## src/rtl/ga_debug_pkg.sv

```systemverilog
// ga_debug_pkg
// Shared constants and types for the GA telemetry framer: the frame start
// byte, the trigger-mode encodings, a byte-count helper and the serializer
// state encoding.
package ga_debug_pkg;

    // Frame start byte placed in front of every snapshot.
    localparam logic [7:0] HEADER_BYTE = 8'hA5;

    // Trigger modes selected by the mode input.
    localparam logic [1:0] MODE_FINISH   = 2'd0;
    localparam logic [1:0] MODE_PERIODIC = 2'd1;
    localparam logic [1:0] MODE_IMPROVE  = 2'd2;
    localparam logic [1:0] MODE_ALL      = 2'd3;

    // Number of whole bytes needed to carry a field of the given bit width.
    function automatic int bytesOf(input int width);
        return (width + 7) / 8;
    endfunction

    // Serializer progress through one frame.
    typedef enum logic [1:0] {
        IDLE,
        HEADER,
        PAYLOAD,
        CHECKSUM
    } frameState_t;

endpackage

```

## src/rtl/ga_frame_serializer.sv

```systemverilog
// ga_frame_serializer
// Emits one frame per accepted load: the header byte, the snapshot bytes
// MSB first, then the XOR of every byte already sent. Bytes leave through a
// valid/ready interface; txValid and txData come only from registers.
//
// Ports:
//   clk, rst   system clock, synchronous active-high reset
//   load       start a frame with snapshot (honoured in IDLE, or on the
//              checksum handshake for a back-to-back frame)
//   snapshot   payload bits, first byte in the top bits
//   txReady    sink accepts the current byte
//   txData     current frame byte
//   txValid    txData is valid
//   busy       a frame is in progress
//   done       the checksum byte is being accepted on this clock
module ga_frame_serializer
    import ga_debug_pkg::*;
#(
    parameter int         PayloadBytes = 9,
    parameter logic [7:0] Header       = HEADER_BYTE
) (
    input  logic                      clk,
    input  logic                      rst,
    input  logic                      load,
    input  logic [PayloadBytes*8-1:0] snapshot,
    input  logic                      txReady,
    output logic [7:0]                txData,
    output logic                      txValid,
    output logic                      busy,
    output logic                      done
);

    localparam int                IdxWidth = $clog2(PayloadBytes + 1);
    localparam logic [IdxWidth-1:0] LastIdx = IdxWidth'(PayloadBytes - 1);
    localparam int                TopBit   = PayloadBytes * 8 - 1;

    frameState_t                state;
    frameState_t                stateNext;
    logic [PayloadBytes*8-1:0]  shiftReg;
    logic [IdxWidth-1:0]        byteIdx;
    logic [7:0]                 checksum;
    logic                       handshake;
    logic                       loadAccept;

    assign handshake = txValid & txReady;
    assign txValid   = (state != IDLE);
    assign busy      = (state != IDLE);

    always_ff @(posedge clk) begin
        if (rst) begin
            state <= IDLE;
        end else begin
            state <= stateNext;
        end
    end

    // A new frame may start from IDLE or directly on the checksum handshake,
    // which lets a queued frame follow without a gap.
    always_comb begin
        stateNext  = state;
        done       = 1'b0;
        loadAccept = 1'b0;
        case (state)
            IDLE: begin
                if (load) begin
                    stateNext  = HEADER;
                    loadAccept = 1'b1;
                end
            end
            HEADER: begin
                if (handshake) begin
                    stateNext = PAYLOAD;
                end
            end
            PAYLOAD: begin
                if (handshake && byteIdx == LastIdx) begin
                    stateNext = CHECKSUM;
                end
            end
            CHECKSUM: begin
                if (handshake) begin
                    done = 1'b1;
                    if (load) begin
                        stateNext  = HEADER;
                        loadAccept = 1'b1;
                    end else begin
                        stateNext = IDLE;
                    end
                end
            end
            default: stateNext = IDLE;
        endcase
    end

    always_comb begin
        txData = 8'h00;
        case (state)
            HEADER:   txData = Header;
            PAYLOAD:  txData = shiftReg[TopBit -: 8];
            CHECKSUM: txData = checksum;
            default:  txData = 8'h00;
        endcase
    end

    // The checksum starts from the header, so after the last payload byte it
    // already covers every byte that preceded it.
    always_ff @(posedge clk) begin
        if (rst) begin
            shiftReg <= '0;
            byteIdx  <= '0;
            checksum <= 8'h00;
        end else if (loadAccept) begin
            shiftReg <= snapshot;
            byteIdx  <= '0;
            checksum <= Header;
        end else if (handshake && state == PAYLOAD) begin
            shiftReg <= shiftReg << 8;
            byteIdx  <= byteIdx + IdxWidth'(1);
            checksum <= checksum ^ shiftReg[TopBit -: 8];
        end
    end

endmodule

```

## src/rtl/ga_telemetry_framer.sv

```systemverilog
// ga_telemetry_framer
// Counts GA generations and, on the selected trigger, sends a framed and
// checksummed snapshot {generation, bestError, bestIndividual} as bytes.
//
// Ports:
//   clk, rst        system clock, synchronous active-high reset
//   cycle           one-clock pulse per completed GA generation
//   bestError       best error, valid with cycle
//   bestIndividual  best individual, valid with cycle
//   mode            0 finish-only, 1 periodic, 2 on-improvement, 3 every gen
//   period          generations between periodic reports (0 acts as 1)
//   txData/txValid  byte stream out, txReady from the sink
//   busy            a frame is in progress
//   overrun         sticky: a trigger was dropped while busy
//   finish          sticky: bestError has reached zero
module ga_telemetry_framer
    import ga_debug_pkg::*;
#(
    parameter int         IndividualWidth = 32,
    parameter int         ErrorWidth      = 5,
    parameter int         CounterWidth    = 32,
    parameter int         PeriodWidth     = 8,
    parameter logic [7:0] Header          = HEADER_BYTE
) (
    input  logic                       clk,
    input  logic                       rst,
    input  logic                       cycle,
    input  logic [ErrorWidth-1:0]      bestError,
    input  logic [IndividualWidth-1:0] bestIndividual,
    input  logic [1:0]                 mode,
    input  logic [PeriodWidth-1:0]     period,
    output logic [7:0]                 txData,
    output logic                       txValid,
    input  logic                       txReady,
    output logic                       busy,
    output logic                       overrun,
    output logic                       finish
);

    localparam int CBits    = bytesOf(CounterWidth) * 8;
    localparam int EBits    = bytesOf(ErrorWidth) * 8;
    localparam int IBits    = bytesOf(IndividualWidth) * 8;
    localparam int SnapBits = CBits + EBits + IBits;

    logic [CounterWidth-1:0] generation;
    logic [CounterWidth-1:0] genNext;
    logic [PeriodWidth-1:0]  periodCnt;
    logic [PeriodWidth:0]    periodNext;
    logic [PeriodWidth:0]    periodEff;
    logic                    periodHit;
    logic [ErrorWidth-1:0]   lastErr;
    logic                    finishPending;
    logic [SnapBits-1:0]     liveSnap;
    logic [SnapBits-1:0]     pendSnap;
    logic [SnapBits-1:0]     loadSnap;
    logic [ErrorWidth-1:0]   loadErr;
    logic                    finishTrig;
    logic                    normalTrig;
    logic                    launchLive;
    logic                    launchPend;
    logic                    load;
    logic                    serBusy;
    logic                    serDone;

    assign genNext    = generation + CounterWidth'(1);
    assign periodEff  = (period == '0) ? (PeriodWidth+1)'(1) : {1'b0, period};
    assign periodNext = {1'b0, periodCnt} + (PeriodWidth+1)'(1);
    assign periodHit  = (periodNext >= periodEff);
    assign liveSnap   = {CBits'(genNext), EBits'(bestError), IBits'(bestIndividual)};

    // Once finish is set nothing else may trigger, so the finish frame is the
    // last one sent; a zero error always wins over the mode's own trigger.
    always_comb begin
        finishTrig = cycle && !finish && (bestError == '0);
        normalTrig = 1'b0;
        if (cycle && !finish) begin
            case (mode)
                MODE_PERIODIC: normalTrig = periodHit;
                MODE_IMPROVE:  normalTrig = (bestError < lastErr);
                MODE_ALL:      normalTrig = 1'b1;
                default:       normalTrig = 1'b0;
            endcase
        end
    end

    // A finish trigger arriving on the checksum handshake is launched straight
    // into the back-to-back slot rather than parked, so it can never be lost.
    // The parked finish snapshot always carries a zero error.
    always_comb begin
        launchLive = ((finishTrig || normalTrig) && !serBusy) || (serDone && finishTrig);
        launchPend = serDone && finishPending;
        load       = launchLive || launchPend;
        loadSnap   = launchPend ? pendSnap : liveSnap;
        loadErr    = launchPend ? '0 : bestError;
    end

    // Counters, sticky flags and the parked finish snapshot. The periodic
    // counter only runs while periodic mode is selected.
    always_ff @(posedge clk) begin
        if (rst) begin
            generation    <= '0;
            periodCnt     <= '0;
            lastErr       <= '1;
            finishPending <= 1'b0;
            pendSnap      <= '0;
            overrun       <= 1'b0;
            finish        <= 1'b0;
        end else begin
            if (cycle) begin
                generation <= genNext;
                if (mode == MODE_PERIODIC) begin
                    periodCnt <= periodHit ? '0 : periodNext[PeriodWidth-1:0];
                end else begin
                    periodCnt <= '0;
                end
            end
            if (finishTrig) begin
                finish <= 1'b1;
            end
            if (serBusy && finishTrig && !serDone) begin
                pendSnap      <= liveSnap;
                finishPending <= 1'b1;
            end else if (launchPend) begin
                finishPending <= 1'b0;
            end
            if (serBusy && normalTrig && !finishTrig) begin
                overrun <= 1'b1;
            end
            if (load) begin
                lastErr <= loadErr;
            end
        end
    end

    ga_frame_serializer #(
        .PayloadBytes(SnapBits / 8),
        .Header      (Header)
    ) serializer (
        .clk     (clk),
        .rst     (rst),
        .load    (load),
        .snapshot(loadSnap),
        .txReady (txReady),
        .txData  (txData),
        .txValid (txValid),
        .busy    (serBusy),
        .done    (serDone)
    );

    assign busy = serBusy;

endmodule

```

## config.mk

```make
export PLATFORM = sky130hd
export DESIGN_NAME = ga_telemetry_framer
export DESIGN_NICKNAME = d
export VERILOG_FILES = /design/src/rtl/ga_debug_pkg.sv /design/src/rtl/ga_frame_serializer.sv /design/src/rtl/ga_telemetry_framer.sv
export SDC_FILE = /design/constraint.sdc
export NUM_CORES = 1
export LEC_CHECK = 0
export CAP_MARGIN = 40
export CORE_MARGIN = 1
export CORE_UTILIZATION = 55
export DETAILED_ROUTE_END_ITERATION = 16
export HOLD_SLACK_MARGIN = 0.1
export PLACE_DENSITY_LB_ADDON = 0.25
export SLEW_MARGIN = 25
export SYNTH_ARGS = -nofsm -noshare
export SYNTH_HDL_FRONTEND = slang
export SYNTH_SLANG_ARGS = --single-unit
```

## constraint.sdc

```tcl
create_clock -name clk -period 4.1 [get_ports clk]
set_input_delay 0.82 -clock clk [delete_from_list [all_inputs] [get_ports clk]]
set_output_delay 0.82 -clock clk [all_outputs]
set_load 0.05 [all_outputs]
```

==> metrics.txt, run 1 <==
CTS Hold Bufs 0; Synth top cells by count nand2_1, dfxtp_1, nor2_1; antenna viol nets, final 0; DRC 0; count leader, synth nand2_1; syn_area_per_cell around 7.7 um2; largest family of logic cells by synthesized area simple AND/OR/NAND/NOR gates; number of synthesized register bits between 200 and 250; Ys Warns 0; Slew headroom 44.60%; post-synthesis xor/xnor area fraction between 6 and 7%; Overflow after GRT 0; number of global-route vias before repair between 8000 and 9000; IO Pins 63; sequential area share after synthesis 41.32%; post-synthesis cell count around 1300; Psw around 1100 uW; CTS Buf Count 23; Max Root-Sink Buffers 3; DR vias ~8700; cell taking the most area after synthesis dfxtp_1; Final min period 3.774 ns; TritonCTS clock tree done; WS Path Type flop to output pin; Worst Path Required ~3.3 ns; mux cell area share after synthesis less than 1%; CP endpoint kind output pin; RePlAce Congestion 0.8193; Fmax 265.0 MHz; status finished clean; post_cts resized 0; critical path startpoint category flop; Core Box Area 17360 um2; die height approximately 140 um; Area Growth Syn to Fin 14.69%; CTS root buf clkbuf_16; post-synth top area share slightly above 40%; Clk pwr share a little over two fifths; CTS H-tree lvls 1; post-DP HPWL approximately 15 mm; Die Wd 135.7 um; first-pass GRT wire length between 30 and 40 mm; worst slew pin tran 0.8310 ns; largest cells by area after synthesis dfxtp_1, nand2_1, a311oi_1; area post-placement 10560 um2; Sum Neg Setup Slack 0 ns; Max Cap Violations 0; async set-reset flop share out of synthesis 0%; hold crit path type flop to flop; largest net degree at the start of global routing between 70 and 80; Combinational Power Share between 10% and 20%; Worst VDD drop 462.7 uV; fraction of layout cells with a size suffix above 1 5.089%; routed len/inst 15.81 um; clk_lat worst skew 0.50 ns; Adder-Cell Fraction of Synth Area between 2 and 3%; number of synthesized flops with an enable pin 0; pwr dens between 400 and 500 nW/um2; Netlist cell types 46; Switching Fraction between 20% and 30%; Setup Skew 0.01594 ns; drt total wl between 20 and 25 mm; critical-path maximum fanout 16; Starting DRT DRC Count 616; Post-CTS Setup Inserts 0; Final period util roughly 92%; Synth Area in Compound Gates 16.07%; synthesized cell area roughly 9800 um2; Initial DRT Pass Iterations 5; Nets roughly 1400; Clock transition at path regs 0.06 ns; ANT cells 0; Final Instance Area 11280 um2; Die Area 18420 um2; fin. max-slew vios 0; Sink Count 203; Fin. Hold Viols 0; Arr. time, crit path roughly 3.0 ns; Main synth FF type dfxtp_1; net count after synthesis 1352; vias per cell roughly 5.7; P_leak between 0.003 and 0.004 uW; All-Layer GR Usage 26.36%; simple-gate share of the synthesized area 27.11%; final setup violating endpoints 0; initial antenna violation count 0; row count between 40 and 50; # port buffers 62; initial core utilization 56.66%; RSZ-0062 raised after global routing false; Int Pwr roughly 3400 uW; Seq pwr share 46.4%
-- layer usage --
layer  GRT usage, %  vias to the layer above  wire (um)
met3          3.591                       41       1166
met5              0                        -          0
met4          8.052                        0        630
met1          35.05                     4068      11010
met2          44.10                      195      11260
li1               -                     4355          -
-- kinds of logic (layout without fill, tap and decap cells) --
| kind of cell | Yosys count | count (layout) |
|---|---|---|
| simple gates | 615 | 615 |
| compound gates | 229 | 229 |
| flops | 203 | 203 |
| buf+inv | 129 | 145 |
| xor+xnor | 76 | 76 |
| fa+ha+maj | 20 | 20 |
| mux | 9 | 9 |
-- final timing paths --
check                            from                       to  slack (ns)  cells past startpoint
setup / recovery  serializer.state[1]                txData[7]        0.33                      4
hold / removal           pendSnap[61]             pendSnap[61]        0.44                      2
hold reg to reg          pendSnap[61]             pendSnap[61]        0.44                      2
setup reg to reg         periodCnt[0]  serializer.shiftReg[36]        0.88                     12
-- power by group through the flow --
stage	logic (uW)	clock network, uW	registers (uW)
2_1_floorplan	332	0	2130
3_3_place_gp	474	0	2150
3_5_place_dp	489	0	2150
4_1_cts	493	1970	2110
5_1_grt	540	2060	2120
6_report	492	1950	2110
-- state kept, by name, indices dropped and copies added (netlist names) --
signal,flops
serializer.byteIdx,4
pendSnap,69
periodCnt,8
lastErr,5
generation,32
serializer.shiftReg,72
finish,1
overrun,1
finishPending,1
serializer.checksum,8
serializer.state,2
-- placed cells by master, fill, tap and decap left out, types with 2 or more instances in the layout --
cell type,Yosys,routed
a211o_1,6,5
a211oi_1,30,29
a21o_1,8,8
a21oi_1,87,87
a22oi_1,14,14
a311oi_1,54,54
a31o_2,4,4
a31oi_1,6,6
and2_1,17,16
and3_1,43,42
and4_1,6,6
buf_12,0,4
buf_4,2,11
clkbuf_1,77,6
clkbuf_16,0,23
clkbuf_8,0,7
clkdlybuf4s50_1,0,61
clkinv_2,0,3
dfxtp_1,203,203
ha_1,20,20
inv_1,26,26
mux2i_1,9,9
nand2_1,361,360
nand2b_1,4,4
nand3_1,28,27
nand4_1,12,12
nor2_1,101,100
nor2b_1,10,10
nor3_1,13,13
nor4_1,8,8
o21ai_0,9,9
o32ai_1,4,4
or3_1,6,6
or4_1,2,2
xnor2_1,29,29
xor2_1,47,47
-- cell type report --
| cell class | instances | area (um2) |
|---|---|---|
| inverters | 27 | 101.3 |
| repair buffers | 78 | 812.0 |
| flip-flops and latches | 203 | 4064 |
| well taps | 225 | 281.5 |
| clock inverters | 4 | 23.77 |
| multi-input cells | 949 | 5303 |
| fillers | 1530 | 6077 |
| clock buffers | 36 | 694.4 |
-- critical path, stage by stage, from the launching register on --
cell,delay (ns)
dfxtp_1,0.51
ha_1,0.68
a22oi_1,0.19
a21oi_1,0.23
clkdlybuf4s50_1,0.84
-- stage by stage --
step           setup WS (ns)  hold slack, ns  total power (uW)  utilization [%]  cells
2_1_floorplan          1.036          0.4273              2465                -   1281
3_3_place_gp          0.2351          0.4332              2624            60.65   1481
3_5_place_dp          0.3066          0.4401              2640            60.85   1482
4_1_cts               0.3362          0.4471              4577            64.99   1522
5_1_grt               0.1889          0.4621              4718            64.99   1522
6_report              0.3264          0.4448              4552            64.99   1522
No activity file was read; power rests on OpenSTA's default activity.
==> run 2, diff against run 1 <==
==> constraint.sdc (replaced) <==
create_clock -name clk -period 4.1 [get_ports clk]
set_input_delay 1.025 -clock clk [delete_from_list [all_inputs] [get_ports clk]]
set_output_delay 1.025 -clock clk [all_outputs]
set_load 0.05 [all_outputs]
==> metrics.txt, run 2 (synthesis results as in run 1) <==
Sink Count between 200 and 250; most frequent cells in the layout nand2_1, dfxtp_1, nor2_1; min-delay src pendSnap[59]; Overflow after GRT 0; Arr. time, crit path 2.93 ns; Final min period between 3 and 4 ns; Worst VDD drop about 330 uV; post-DP HPWL between 15 and 20 mm; P_leak about 0.0040 uW; routing usage on met3 2.955%; clk_lat worst skew around 0.5 ns; All-Layer GR Usage a little over a quarter; worst slew pin tran 0.8180 ns; Area Growth Syn to Fin 15.05%; max reg flops 72; Worst Hold Path EP pendSnap[59]; Fin. Hold Viols 0; pwr dens about 400 nW/um2; Core Box Area around 17000 um2; DRC 0; Nets between 1000 and 1500; critical path startpoint category flop; initial antenna violation count 0; ANT cells 0; status finished clean; Die Wd around 140 um; met1 GRT Util between 30% and 40%; gr busiest metal met2; CTS Buf Count 22; Clock transition at path regs 0.06 ns; Tot Pwr between 4000 and 5000 uW; Core Util, Final 65.19%; IO Pins between 60 and 70; Worst Path Required 3.07 ns; R2R cell count 12; Initial DRT Pass Iterations 5; most common cell after layout, fill and taps aside nand2_1; Largest Register serializer.shiftReg; Max Root-Sink Buffers 3; row count 48; drt total wl ~24 mm; Final Instance Area between 10000 and 15000 um2; vias per cell 5.717; Sum Neg Setup Slack 0 ns; Post-CTS Setup Inserts 0; CP endpoint kind output pin; critical-path maximum fanout 16; Worst path max stage delay 0.84 ns; first-pass GRT wire length about 39 mm; GR Util met2 43.88%; R2R Path End serializer.shiftReg[54]; final setup violating endpoints 0; largest net degree at the start of global routing around 110; RSZ-0062 raised after global routing false; WS Path Type flop to output pin; r2r setup slk slightly above 0.9 ns; Buf/Inv on CP 1; Slowest-stage cell, CP clkdlybuf4s50_1; Fmax approximately 250 MHz; die height ~140 um; initial core utilization roughly 57%; antenna viol nets, final 0; CTS root buf clkbuf_16; Max Cap Violations 0; Largest regs serializer.shiftReg x72, pendSnap x69, generation x32; Slew headroom between 40 and 50%; # port buffers 62; RePlAce Congestion approximately 0.84; hold path cells 2; number of global-route vias before repair roughly 8000; post_cts resized 0; Final period util 96.56%; fin. max-slew vios 0; DR vias just under 9000; fraction of layout cells with a size suffix above 1 5.372%; TritonCTS clock tree done; CTS H-tree lvls 1; area post-placement around 11000 um2; hold crit path type flop to flop; CTS Hold Bufs 0; routed len/inst between 15 and 20 um; Die Area roughly 18000 um2; CP top delay family buffers and inverters; FF-to-FF Start periodCnt[0]; Starting DRT DRC Count 812; CP Cell Sequence ha_1 -> a22oi_1 -> a21oi_1 -> clkdlybuf4s50_1; Setup Skew around 0.010 ns
[run 2: cell count changes in the layout (fill, tap and decap cells not counted), moves of 2 or more]
cell	delta
clkbuf_1	+2
clkbuf_8	-3
buf_4	+6
buf_12	+2
[run 2: area by class of cell]
cell class,instances,area [um2]
Multi-Input combinational cell,949,5295
Sequential cell,203,4064
Timing Repair Buffer,86,897.1
Clock buffer,35,660.6
Tap cell,225,281.5
Inverter,27,101.3
Fill cell,1510,6042
Clock inverter,3,15.01
[run 2: worst max-delay path by stage]
stage	startpoint	to	slack, ns	depth (start not counted)
floorplan	period[4]	serializer.shiftReg[7]	0.83	11
global placement	period[4]	serializer.shiftReg[16]	0.02	10
detailed placement	period[4]	serializer.shiftReg[34]	0.09	11
CTS	serializer.state[1]	txData[0]	0.17	4
global route	serializer.state[1]	txData[0]	0.03	4
finish	serializer.state[1]	txData[0]	0.14	4
[run 2: tightest hold or removal path, cell delays in order (launching register included)]
cell and delay [ns]:
dfxtp_1 0.30, nand2_1 0.05, a21oi_1 0.05
[run 2: metrics by stage]
stage / hold WS, ns / cells / setup slack, ns
2_1_floorplan: 0.4273 / 1281 / 0.8310
3_3_place_gp: 0.4329 / 1488 / 0.02187
3_5_place_dp: 0.4387 / 1489 / 0.08656
4_1_cts: 0.4474 / 1527 / 0.1699
5_1_grt: 0.4617 / 1528 / 0.02840
6_report: 0.4474 / 1528 / 0.1410
[run 2: layer usage]
layer	vias up	part of all wire, %
li1	4371	-
met1	4119	46
met2	214	47
met3	32	4.4
met4	0	1.8
met5	-	0
[run 2: power by group]
part	internal [uW]	switching (uW)	total, uW
sequential	2060	55.7	2110
combinational	222	287	509
clock	1100	770	1870
total	3370	1110	4490
==> run 3, diff against run 2 <==
- CAP_MARGIN: 40 -> not set
==> metrics.txt, run 3 (synthesis results as in run 1) <==
status finished clean; CP Cell Sequence ha_1 -> a22oi_1 -> a21oi_1 -> clkdlybuf4s50_1; Switching Fraction around a quarter; Largest Register serializer.shiftReg; Psw approximately 1100 uW; P_leak between 0.004 and 0.005 uW; Clk pwr share between 40% and 50%; top sig layer met4; final setup violating endpoints 0; Final Instance Area 11290 um2; Worst Path Required 3.07 ns; post-DP HPWL 15.22 mm; area post-placement about 11000 um2; DR vias 8689; most common cell after layout, fill and taps aside nand2_1; Clock transition at path regs 0.06 ns; Area Growth Syn to Fin 14.77%; initial core utilization roughly 57%; RSZ-0062 raised after global routing false; Slowest-stage cell, CP clkdlybuf4s50_1; initial antenna violation count 0; Seq pwr share a little under half; Worst VDD drop between 300 and 400 uV; Die Wd between 100 and 150 um; Buf/Inv on CP 1; RePlAce Congestion 0.8418; Max Root-Sink Buffers 3; row count 48; CTS Buf Count 22; Die Area about 18000 um2; Initial DRT Pass Iterations 5; All-Layer GR Usage about a quarter; fin. max-slew vios 0; Fin. Hold Viols 0; DRC 0; met3 WL post-DR between 1 and 1.5 mm; CTS H-tree lvls 1; # port buffers 62; critical path startpoint category flop; fraction of layout cells with a size suffix above 1 5.300%; Int Pwr approximately 3400 uW; CTS root buf clkbuf_16; Setup Skew 0.007799 ns; Arr. time, crit path slightly below 3 ns; worst slew pin tran 0.8621 ns; max reg flops slightly above 70; WS Path Type flop to output pin; IO Pins 63; most frequent cells in the layout nand2_1, dfxtp_1, nor2_1; WL met2 about 11 mm; Worst path max stage delay ~0.83 ns; number of global-route vias before repair 7888; first-pass GRT wire length 39.35 mm; TritonCTS clock tree done; routed len/inst 15.86 um; post_cts resized 0; Final min period roughly 3.9 ns; Starting DRT DRC Count around 820; Post-CTS Setup Inserts 0; die height about 140 um; CP endpoint kind output pin; CP top delay family buffers and inverters; fill count about 1500; Fmax about 250 MHz; antenna viol nets, final 0; ANT cells 0; critical-path maximum fanout 16; r2r setup slk 0.92 ns; CTS Hold Bufs 0; wl on met1 about 11 mm; Slew headroom between 40% and 50%; clk_lat worst skew 0.50 ns; Sink Count 203; Largest regs serializer.shiftReg x72, pendSnap x69, generation x32; Nets about 1400; pwr dens 397.1 nW/um2; Sum Neg Setup Slack 0 ns; Final period util between 90 and 100%; largest net degree at the start of global routing 113; Max Cap Violations 0; hold crit path type flop to flop; vias per cell roughly 5.7; Overflow after GRT 0; Combinational Power Share 11.3%; drt total wl 24.22 mm; Core Box Area about 17000 um2
## run 3: path summary, 6_finish.rpt
path,endpoint,cells past startpoint,start
worst min-delay path,pendSnap[59],2,pendSnap[59]
worst min register to register,pendSnap[59],2,pendSnap[59]
worst max-delay path,txData[7],4,serializer.state[1]
worst max register to register,serializer.shiftReg[54],12,periodCnt[0]
## run 3: per-layer routing
| metal | global-route usage, % | vias up |
|---|---|---|
| met1 | 36.04 | 4058 |
| met5 | 0 | - |
| met4 | 6.242 | 0 |
| met3 | 2.955 | 34 |
| met2 | 43.88 | 227 |
| li1 | - | 4370 |
## run 3: area by class of cell
cell class,count,area (um2),area share [%]
Tap cell,225,281.5,2.494
Multi-Input combinational cell,949,5295,46.91
Inverter,27,101.3,0.8979
Clock buffer,35,660.6,5.853
Clock inverter,3,15.01,0.1330
Sequential cell,203,4064,36.00
Timing Repair Buffer,85,869.6,7.704
## run 3: power groups by stage
stage / Combinational, uW / Clock, uW / Sequential, uW
2_1_floorplan: 332 / 0 / 2130
3_3_place_gp: 486 / 0 / 2150
3_5_place_dp: 501 / 0 / 2150
4_1_cts: 504 / 1890 / 2110
5_1_grt: 553 / 1980 / 2120
6_report: 505 / 1870 / 2110
## run 3: worst min-delay path, stage by stage (launching register included)
cell	delay, ns
dfxtp_1	0.30
nand2_1	0.05
a21oi_1	0.05
## run 3: through the flow
step | util [%] | setup WS [ns] | total power [uW] | cells | hold WS, ns
after detailed placement | 61.14 | 0.08656 | 2651 | 1489 | 0.4387
after global routing | 65.03 | 0.02840 | 4647 | 1527 | 0.4617
after CTS | 65.03 | 0.1699 | 4503 | 1527 | 0.4474
final | 65.03 | 0.1619 | 4483 | 1527 | 0.4476
after global placement | 61.02 | 0.02187 | 2636 | 1488 | 0.4329
after floorplan | - | 0.8310 | 2465 | 1281 | 0.4273
